### src/rtl/mem_port_arbiter.sv
// mem_port_arbiter
//   Shares one byte-wide, single-port synchronous RAM between the instruction
//   fetch port (I, word reads only) and the load/store port (D, byte/half/word).
//   Each access is split into big-endian byte cycles. The result comes back
//   with a one-cycle done pulse on the port that was granted.
//
// Ports
//   clk, rst                    clock, synchronous active-high reset
//   i_req/i_addr                fetch request (held until i_done)
//   i_rdata/i_done/i_err        fetched word, completion pulse, misaligned flag
//   d_req/d_we/d_size/d_signed  load/store request (held until d_done)
//   d_addr/d_wdata              byte address, right-justified store data
//   d_rdata/d_done/d_err        load result, completion pulse, error flag
//   mem_addr/mem_we/mem_wdata   byte RAM command
//   mem_rdata                   byte RAM read data (address of previous cycle)
//   busy                        high in any non-IDLE state
//
// state | meaning
// IDLE  | arbitrate between I and D, latch the winning request
// ISSUE | drive one byte cycle per clock, cnt = 0..N-1
// CAPT  | capture the final read byte of a load
// DONE  | done pulse on the granted port, then back to IDLE
module mem_port_arbiter #(
    parameter int ADDR_W = 10
) (
    input  logic              clk,
    input  logic              rst,
    input  logic              i_req,
    input  logic [ADDR_W-1:0] i_addr,
    output logic [31:0]       i_rdata,
    output logic              i_done,
    output logic              i_err,
    input  logic              d_req,
    input  logic              d_we,
    input  logic [1:0]        d_size,
    input  logic              d_signed,
    input  logic [ADDR_W-1:0] d_addr,
    input  logic [31:0]       d_wdata,
    output logic [31:0]       d_rdata,
    output logic              d_done,
    output logic              d_err,
    output logic [ADDR_W-1:0] mem_addr,
    output logic              mem_we,
    output logic [7:0]        mem_wdata,
    input  logic [7:0]        mem_rdata,
    output logic              busy
);

    localparam logic [1:0] S_IDLE  = 2'd0;
    localparam logic [1:0] S_ISSUE = 2'd1;
    localparam logic [1:0] S_CAPT  = 2'd2;
    localparam logic [1:0] S_DONE  = 2'd3;

    localparam logic PORT_I = 1'b0;
    localparam logic PORT_D = 1'b1;

    // index of the last byte of an access of the given size
    function automatic logic [1:0] last_idx(input logic [1:0] size);
        case (size)
            2'b00:   last_idx = 2'd0;
            2'b01:   last_idx = 2'd1;
            default: last_idx = 2'd3;
        endcase
    endfunction

    // byte k of the big-endian slice: byte 0 is the most significant byte
    function automatic logic [7:0] store_byte(input logic [31:0] wd,
                                              input logic [1:0]  size,
                                              input logic [1:0]  k);
        logic [1:0] pos;
        pos = last_idx(size) - k;
        case (pos)
            2'd0:    store_byte = wd[7:0];
            2'd1:    store_byte = wd[15:8];
            2'd2:    store_byte = wd[23:16];
            default: store_byte = wd[31:24];
        endcase
    endfunction

    function automatic logic [31:0] extend(input logic [31:0] a,
                                           input logic [1:0]  size,
                                           input logic        sgn);
        case (size)
            2'b00:   extend = {{24{sgn & a[7]}}, a[7:0]};
            2'b01:   extend = {{16{sgn & a[15]}}, a[15:0]};
            default: extend = a;
        endcase
    endfunction

    function automatic logic access_err(input logic [1:0] size,
                                        input logic [1:0] a_lo);
        case (size)
            2'b00:   access_err = 1'b0;
            2'b01:   access_err = a_lo[0];
            2'b10:   access_err = (a_lo != 2'b00);
            default: access_err = 1'b1;
        endcase
    endfunction

    logic [1:0]        state_q, state_d;
    logic [1:0]        cnt_q, cnt_d;
    logic              last_grant_q, last_grant_d;
    logic              port_q, port_d;
    logic [ADDR_W-1:0] addr_q, addr_d;
    logic [1:0]        size_q, size_d;
    logic              we_q, we_d;
    logic              signed_q, signed_d;
    logic [31:0]       wdata_q, wdata_d;
    logic [31:0]       acc_q, acc_d;

    logic [ADDR_W-1:0] mem_addr_q, mem_addr_d;
    logic              mem_we_q, mem_we_d;
    logic [7:0]        mem_wdata_q, mem_wdata_d;
    logic [31:0]       i_rdata_q, i_rdata_d;
    logic              i_done_q, i_done_d;
    logic              i_err_q, i_err_d;
    logic [31:0]       d_rdata_q, d_rdata_d;
    logic              d_done_q, d_done_d;
    logic              d_err_q, d_err_d;
    logic              busy_q, busy_d;

    logic              gnt_d_port;
    logic [ADDR_W-1:0] sel_addr;
    logic [1:0]        sel_size;
    logic              sel_we;
    logic              sel_err;
    logic [1:0]        cnt_nxt;
    logic [31:0]       acc_full;

    always_comb begin
        // D wins a conflict unless it had the previous grant
        gnt_d_port = d_req && (!i_req || (last_grant_q == PORT_I));
        sel_addr   = gnt_d_port ? d_addr : i_addr;
        sel_size   = gnt_d_port ? d_size : 2'b10;
        sel_we     = gnt_d_port & d_we;
        sel_err    = access_err(sel_size, sel_addr[1:0]);
        cnt_nxt    = cnt_q + 2'd1;
        acc_full   = {acc_q[23:0], mem_rdata};

        state_d      = state_q;
        cnt_d        = cnt_q;
        last_grant_d = last_grant_q;
        port_d       = port_q;
        addr_d       = addr_q;
        size_d       = size_q;
        we_d         = we_q;
        signed_d     = signed_q;
        wdata_d      = wdata_q;
        acc_d        = acc_q;
        mem_addr_d   = mem_addr_q;
        mem_we_d     = 1'b0;
        mem_wdata_d  = mem_wdata_q;
        i_rdata_d    = i_rdata_q;
        i_done_d     = 1'b0;
        i_err_d      = 1'b0;
        d_rdata_d    = d_rdata_q;
        d_done_d     = 1'b0;
        d_err_d      = 1'b0;

        case (state_q)
            S_IDLE: begin
                if (i_req || d_req) begin
                    port_d       = gnt_d_port;
                    last_grant_d = gnt_d_port;
                    addr_d       = sel_addr;
                    size_d       = sel_size;
                    we_d         = sel_we;
                    signed_d     = d_signed;
                    wdata_d      = d_wdata;
                    acc_d        = 32'd0;
                    cnt_d        = 2'd0;
                    if (sel_err) begin
                        state_d = S_DONE;
                        if (gnt_d_port) begin
                            d_done_d  = 1'b1;
                            d_err_d   = 1'b1;
                            d_rdata_d = 32'd0;
                        end else begin
                            i_done_d  = 1'b1;
                            i_err_d   = 1'b1;
                            i_rdata_d = 32'd0;
                        end
                    end else begin
                        state_d     = S_ISSUE;
                        mem_addr_d  = sel_addr;
                        mem_we_d    = sel_we;
                        mem_wdata_d = store_byte(d_wdata, sel_size, 2'd0);
                    end
                end
            end

            S_ISSUE: begin
                // read data for byte cnt-1 arrives while byte cnt is issued
                if (!we_q && (cnt_q != 2'd0)) begin
                    acc_d = acc_full;
                end
                if (cnt_q == last_idx(size_q)) begin
                    if (we_q) begin
                        state_d = S_DONE;
                        if (port_q == PORT_D) begin
                            d_done_d  = 1'b1;
                            d_rdata_d = 32'd0;
                        end else begin
                            i_done_d  = 1'b1;
                            i_rdata_d = 32'd0;
                        end
                    end else begin
                        state_d = S_CAPT;
                    end
                end else begin
                    cnt_d       = cnt_nxt;
                    mem_addr_d  = addr_q + ADDR_W'(cnt_nxt);
                    mem_we_d    = we_q;
                    mem_wdata_d = store_byte(wdata_q, size_q, cnt_nxt);
                end
            end

            S_CAPT: begin
                acc_d   = acc_full;
                state_d = S_DONE;
                if (port_q == PORT_D) begin
                    d_done_d  = 1'b1;
                    d_rdata_d = extend(acc_full, size_q, signed_q);
                end else begin
                    i_done_d  = 1'b1;
                    i_rdata_d = acc_full;
                end
            end

            default: begin
                state_d = S_IDLE;
            end
        endcase

        busy_d = (state_d != S_IDLE);
    end

    always_ff @(posedge clk) begin
        if (rst) begin
            state_q      <= S_IDLE;
            cnt_q        <= 2'd0;
            last_grant_q <= PORT_I;
            port_q       <= PORT_I;
            addr_q       <= '0;
            size_q       <= 2'b00;
            we_q         <= 1'b0;
            signed_q     <= 1'b0;
            wdata_q      <= 32'd0;
            acc_q        <= 32'd0;
            mem_addr_q   <= '0;
            mem_we_q     <= 1'b0;
            mem_wdata_q  <= 8'd0;
            i_rdata_q    <= 32'd0;
            i_done_q     <= 1'b0;
            i_err_q      <= 1'b0;
            d_rdata_q    <= 32'd0;
            d_done_q     <= 1'b0;
            d_err_q      <= 1'b0;
            busy_q       <= 1'b0;
        end else begin
            state_q      <= state_d;
            cnt_q        <= cnt_d;
            last_grant_q <= last_grant_d;
            port_q       <= port_d;
            addr_q       <= addr_d;
            size_q       <= size_d;
            we_q         <= we_d;
            signed_q     <= signed_d;
            wdata_q      <= wdata_d;
            acc_q        <= acc_d;
            mem_addr_q   <= mem_addr_d;
            mem_we_q     <= mem_we_d;
            mem_wdata_q  <= mem_wdata_d;
            i_rdata_q    <= i_rdata_d;
            i_done_q     <= i_done_d;
            i_err_q      <= i_err_d;
            d_rdata_q    <= d_rdata_d;
            d_done_q     <= d_done_d;
            d_err_q      <= d_err_d;
            busy_q       <= busy_d;
        end
    end

    assign mem_addr  = mem_addr_q;
    assign mem_we    = mem_we_q;
    assign mem_wdata = mem_wdata_q;
    assign i_rdata   = i_rdata_q;
    assign i_done    = i_done_q;
    assign i_err     = i_err_q;
    assign d_rdata   = d_rdata_q;
    assign d_done    = d_done_q;
    assign d_err     = d_err_q;
    assign busy      = busy_q;

endmodule

### config.mk
export PLATFORM = sky130hd
export DESIGN_NAME = mem_port_arbiter
export DESIGN_NICKNAME = d
export VERILOG_FILES = /design/src/rtl/mem_port_arbiter.sv
export SDC_FILE = /design/constraint.sdc
export NUM_CORES = 1
export LEC_CHECK = 0
export CAP_MARGIN = 5
export CORE_ASPECT_RATIO = 1.75
export CORE_MARGIN = 2
export CORE_UTILIZATION = 50
export DETAILED_ROUTE_END_ITERATION = 8
export PLACE_DENSITY = 0.85
export SYNTH_ARGS = -nofsm -noshare
export SYNTH_HDL_FRONTEND = slang
export SYNTH_SLANG_ARGS = --single-unit
### constraint.sdc
create_clock -name clk -period 3 [get_ports clk]
set_input_delay 0.6 -clock clk [delete_from_list [all_inputs] [get_ports clk]]
set_output_delay 0.6 -clock clk [all_outputs]
set_load 0.01 [all_outputs]
# --- Yosys cells after proc, flatten, opt, wreduce, memory -nomap -nowiden ---
# Cells that the tools add are included.
totals:
  register_bits: 163
  inputBits: 68
  out_inout_bits: 88
  word_cells: 140
classes:
  addsub: 3
  n_eq_ne: 23
  mux: 67
  n_bitwise: 5
  n_reduce_logical: 23
op_table:
  columns: ["cell", "count"]
  rows:
  - ["two-way mux 32 bit", 14]
  - ["one-hot mux 32 bit (3 select lines)", 2]
  - ["one-hot mux 24 bit (3 select lines)", 1]
  - ["one-hot mux 32 bit (2 select lines)", 1]
  - ["two-way mux 24 bit", 2]
  - ["one-hot mux 8 bit (3 select lines)", 2]
  - ["two-way mux 10 bit", 4]
  - ["!= test 2 bit, second input constant", 13]
  - ["two-way mux 2 bit", 12]
  - ["two-way mux 8 bit", 3]
  - ["one-hot mux 10 bit (2 select lines)", 1]
  - ["two-way mux 1 bit", 16]
  - ["one-hot mux 8 bit (2 select lines)", 1]
  - ["AND reduction 8 bit", 2]
  - ["one-hot mux 2 bit (2 select lines)", 3]
  - ["adder 10 x 2 -> 10 bit", 1]
  - ["equality test 2 x 1 -> 1 bit, second input constant", 5]
  - ["zero test 2 bit", 5]
  - ["one-hot mux 1 bit (3 select lines)", 3]
  - ["equality test 2 bit, second input constant", 4]
  - ["nonzero test 2 bit", 4]
  - ["one-hot mux 2 bit (3 select lines)", 1]
  - ["AND reduction 3 bit", 2]
  - ["AND reduction 4 bit", 1]
  - ["12 further kinds", 18]

# --- Logic depth before layout (Yosys ltp) ---
logic_depth:
  ltp_word: 14
  mapped_depth: 10

# --- Worst setup path after synthesis ---
# No wires, ideal clock.
synth_path:
  path_kind: "register -> register"
  startpoint: "register size_q[1]"
  endpoint: "register mem_addr_q[6], in the netlist mem_addr[6]"
  t_arrival_ps: 2268
  t_required_ps: 2883
  path_slack_ps: 614
  stages_incl_launch_ff: 11
  cell_sequence: "dfxtp_1 > clkbuf_1 > nor2_1 > ha_1 > nand2b_1 > clkbuf_2 > o221a_2 > o311ai_1 > buf_2 > a21oi_1 > a32o_1"
synth_between:
  elab_chain_cells: 6
synth_rtl:
  columns: ["element", "line_no", "source"]
  rows:
  - ["from (decl)", "105", "logic [1:0] size_q, size_d;"]
  - ["from (signal assigned)", "266", "size_q <= size_d;"]
  - ["equality test 2 x 1 -> 1 bit / zero test 2 bit (equally long branches)", "59", "case (size)"]
  - ["one-hot mux 2 bit (2 select lines) (*)", "59", null]
  - ["two-way mux 2 bit (*)", "160", "case (state_q)"]
  - ["equality test 2 bit (*)", "197", "if (cnt_q == last_idx(size_q)) begin"]
  - ["!= test 2 bit (no line) (*)", null, null]
  - ["AND reduction 4 bit (no line) (*)", null, null]
  - ["to (signal assigned)", "271", "mem_addr_q <= mem_addr_d;"]
  - ["to (decl)", "111", "logic [ADDR_W-1:0] mem_addr_q, mem_addr_d;"]
# Every way passes the cells marked *; elsewhere a longest branch is shown, timed or not. The select of a mux whose other input is x is not followed.
# A chain may end at the register's enable or synchronous reset.

# --- Worst setup path in the final report ---
layout_path:
  startpoint: "register state_q[1]"
  endpoint: "register acc_q[12]"
layout_between:
  elab_chain_cells: 3
layout_rtl:
  columns: ["element", "line_no", "source"]
  rows:
  - ["from (decl)", "100", "logic [1:0] state_q, state_d;"]
  - ["from (signal assigned)", "261", "state_q <= state_d;"]
  - ["equality test 2 x 1 -> 1 bit (tied with other cells)", "160", null]
  - ["!= test 2 bit (no line) / nonzero test 3 bit (equally long branches)", null, null]
  - ["AND reduction 3 bit (no line)", null, null]
  - ["to (signal assigned)", "249", "acc_q <= 32'd0;"]
  - ["to (signal assigned)", "270", "acc_q <= acc_d;"]
  - ["to (decl)", "109", "logic [31:0] acc_q, acc_d;"]
# Several ways; a longest one is shown, not always the timed one.

==> key figures <==
Route
  • Final ANT Viol Nets: 0
  • Drt wl/cell: 17.2 µm
  • DR iter-0 viols: 325
  • Via density: 5.75
  • Drt total wl: 20600 µm
  • Residual DRC: 0
  • DR pass1 iterations: 5
  • Via count: 6863

Cells and area
  • Layout net count: 1082
  • Commonest non-fill, non-tap cells in the layout: nand2_1, dfxtp_1, clkdlybuf4s50_1
  • Register Area: 3260 µm²
  • Area of the multi-input gates: 3520 µm²
  • N_diodes: 0
  • Fillcell total: 1136
  • Syn-to-layout area delta: 32.2%
  • Util after Layout: 0.675
  • Share of cells above drive strength 1: 0.0688
  • Finished Cell Area: 9390 µm²

Logic synthesis
  • Top FF cell, synth: dfxtp_1
  • Post-Syn Nets: 954
  • Seq/Total Area, Yosys: 0.459
  • Mapped Cells: 876
  • Synth Register Bits: 163
  • Post-synth EDFFs: 0
  • Synth Cell Area: 7110 µm²
  • Post-synthesis async set-or-reset flop share: 0
  • Syn avg cell area: 8.11 µm²
  • Synth warn: 0
  • Number of distinct library cells after synthesis: 55

CTS
  • Cts bufs inserted: 17
  • Clk Tree Root Cell: clkbuf_16
  • Setup repair bufs after CTS: 0
  • Buffer depth of the longest clock path: 2
  • Clk slew on worst S/H paths: 60 ps
  • CTS tree: built
  • Post_cts resized: 0
  • Clock Latency Late Sink: 430 ps
  • H-tree depth: 4
  • Hold buffers post-CTS: 0
  • Clock sink total: 163

Hold path
  • Hold Path Depth: 2
  • Worst min path class: flip-flop to flip-flop

Worst setup path
  • R2R setup slack: 540 ps
  • Worst Setup EP: acc_q[12]$_SDFFE_PP0P_
  • CP max-delay cell: o311a_1
  • Max Fanout on Critical Path: 24
  • Worst reg2reg path startpoint: state_q[1]$_SDFF_PP0_
  • Reg2reg end: acc_q[12]$_SDFFE_PP0P_
  • Worst Path Required: 3350 ps
  • WP data arrival: 2810 ps
  • R2R depth: 6
  • CP Launch Type: flip-flop
  • Critical-path cell list: inv_1 > ha_1 > o21ai_0 > o311a_1 > nand3_1 > a21oi_1
  • WS Path Type: flip-flop to flip-flop
  • Largest stage delay, worst path: 870 ps
  • Crit end category: flip-flop
  • Worst setup startpoint: state_q[1]$_SDFF_PP0_

Global routing
  • Largest net degree at the start of global routing: 65
  • First-pass GRT wire length: 32300 µm
  • Initial antenna violation count: 0
  • Vias in the first global route: 6471
  • GRT overflow: 0
  • GRT Total Usage: 0.268

Floorplan
  • Rows: 57
  • Io pins: 156
  • Die H: 162 µm
  • Die area: 15200 µm²
  • Die X: 94.1 µm
  • Core region area: 13900 µm²
  • Starting density of the core: 0.511

Timing
  • Max-slew violations: 0
  • Period minus WS final: 2460 ps
  • Final setup viols: 0
  • Period utilisation layout: 0.819
  • Worst slew pin tran: 963 ps
  • Max Clk Rate: 0.407 GHz
  • Hold Fails Final Rpt: 0
  • Slew margin rel.: 0.358
  • Clock Skew: 8.39 ps
  • Setup_tns: 0 ps
  • RSZ-0062 raised after global routing: false
  • Min Hold Slack: 454 ps

Place
  • Dpl hpwl: 14200 µm
  • Routability cong.: 0.913
  • PortBufs: 155
  • Area after DPL: 8820 µm²

Pwr
  • P_leak: 3.31 nW
  • PwrDens: 1010 nW/µm²
  • Peak VDD IR: 0.694 mV

Job
  • Max-cap violations: 0

Outcome
  • Status: completed
-- worst min path at each step --
stage	startpoint	endpoint	slack (ps)
finish	d_rdata[27]$_SDFFE_PP0P_	d_rdata[27]$_SDFFE_PP0P_	450
detailed placement	i_rdata[22]$_SDFFE_PP0P_	i_rdata[22]$_SDFFE_PP0P_	440
global route	mem_addr[9]$_SDFFE_PP0P_	mem_addr[9]$_SDFFE_PP0P_	470
floorplan	wdata_q[16]$_SDFFE_PP0P_	wdata_q[16]$_SDFFE_PP0P_	440
CTS	wdata_q[12]$_SDFFE_PP0P_	wdata_q[12]$_SDFFE_PP0P_	460
global placement	wdata_q[12]$_SDFFE_PP0P_	wdata_q[12]$_SDFFE_PP0P_	440
-- kinds of logic after synthesis --
logic type,Yosys count,synth area share
xor gates and xnor gates,8,0.0118
buffers and inverters,79,0.0481
AOI/OAI and AO/OA,231,0.202
adders and majority gates,10,0.0187
and+or+nand+nor,361,0.227
muxes,24,0.0340
DFF,163,0.459
-- report_power, final --
group | switching (mW) | total [mW] | internal [mW] | leakage [nW]
Combinational | 2.69 | 4.40 | 1.71 | 1.70
Sequential | 0.323 | 2.95 | 2.62 | 1.33
Clock | 0.884 | 2.10 | 1.21 | 0.277
Total | 3.90 | 9.45 | 5.55 | 3.31
-- metal layers --
| layer | up-vias | share of wire | wire (µm) | global-route usage |
|---|---|---|---|---|
| met4 | 0 | 0.040 | 819 | 0.129 |
| met1 | 3222 | 0.37 | 7510 | 0.297 |
| li1 | 3311 | - | - | - |
| met3 | 56 | 0.060 | 1230 | 0.0464 |
| met2 | 274 | 0.54 | 11000 | 0.484 |
| met5 | - | 0 | 0 | 0 |
-- registers in the layout, indices dropped and copies added, names as in the netlist, 2 cells and up --
register	cells
size_q	2
i_rdata	32
mem_wdata	8
addr_q	10
cnt_q	2
d_rdata	32
mem_addr	10
wdata_q	32
state_q	2
acc_q	24
-- stage by stage --
| stage | worst slack (ps) | power (mW) | std cells |
|---|---|---|---|
| 6_report | 544 | 9.45 | 1194 |
| 2_1_floorplan | 614 | 5.86 | 876 |
| 3_5_place_dp | 156 | 7.33 | 1162 |
| 4_1_cts | 579 | 9.43 | 1194 |
| 5_1_grt | 367 | 9.98 | 1194 |
| 3_3_place_gp | 207 | 7.25 | 1162 |
-- final cells by class --
| cell class | count | area share |
|---|---|---|
| clock buffers | 22 | 0.0505 |
| clock inverters | 10 | 0.0105 |
| inverters | 8 | 0.00320 |
| multi-input cells | 634 | 0.375 |
| flip-flops and latches | 163 | 0.347 |
| well taps | 177 | 0.0236 |
| repair buffers | 180 | 0.190 |
-- synthesized netlist by cell type, types with 9 or more instances --
cell | n | share of area
nor3_1 | 15 | 0.011
clkbuf_1 | 47 | 0.025
mux2i_1 | 23 | 0.032
o21ai_0 | 26 | 0.018
nand2b_1 | 27 | 0.024
nand2_1 | 163 | 0.086
nor2_1 | 52 | 0.027
nand3_1 | 83 | 0.058
ha_1 | 9 | 0.016
buf_2 | 13 | 0.0092
dfxtp_1 | 163 | 0.46
a21oi_1 | 131 | 0.092
a211oi_1 | 15 | 0.016
nor2b_1 | 10 | 0.0088
-- worst max-delay path: cells and delay by family, from the launching register on --
family | cells | cell delay [ps]
AO/OA/AOI/OAI | 3 | 1270
adder cells (fa/ha/maj) | 1 | 380
buffers and inverters | 1 | 110
flip-flops | 1 | 410
AND/OR/NAND/NOR | 1 | 210
(Power assumes the default switching activity.)
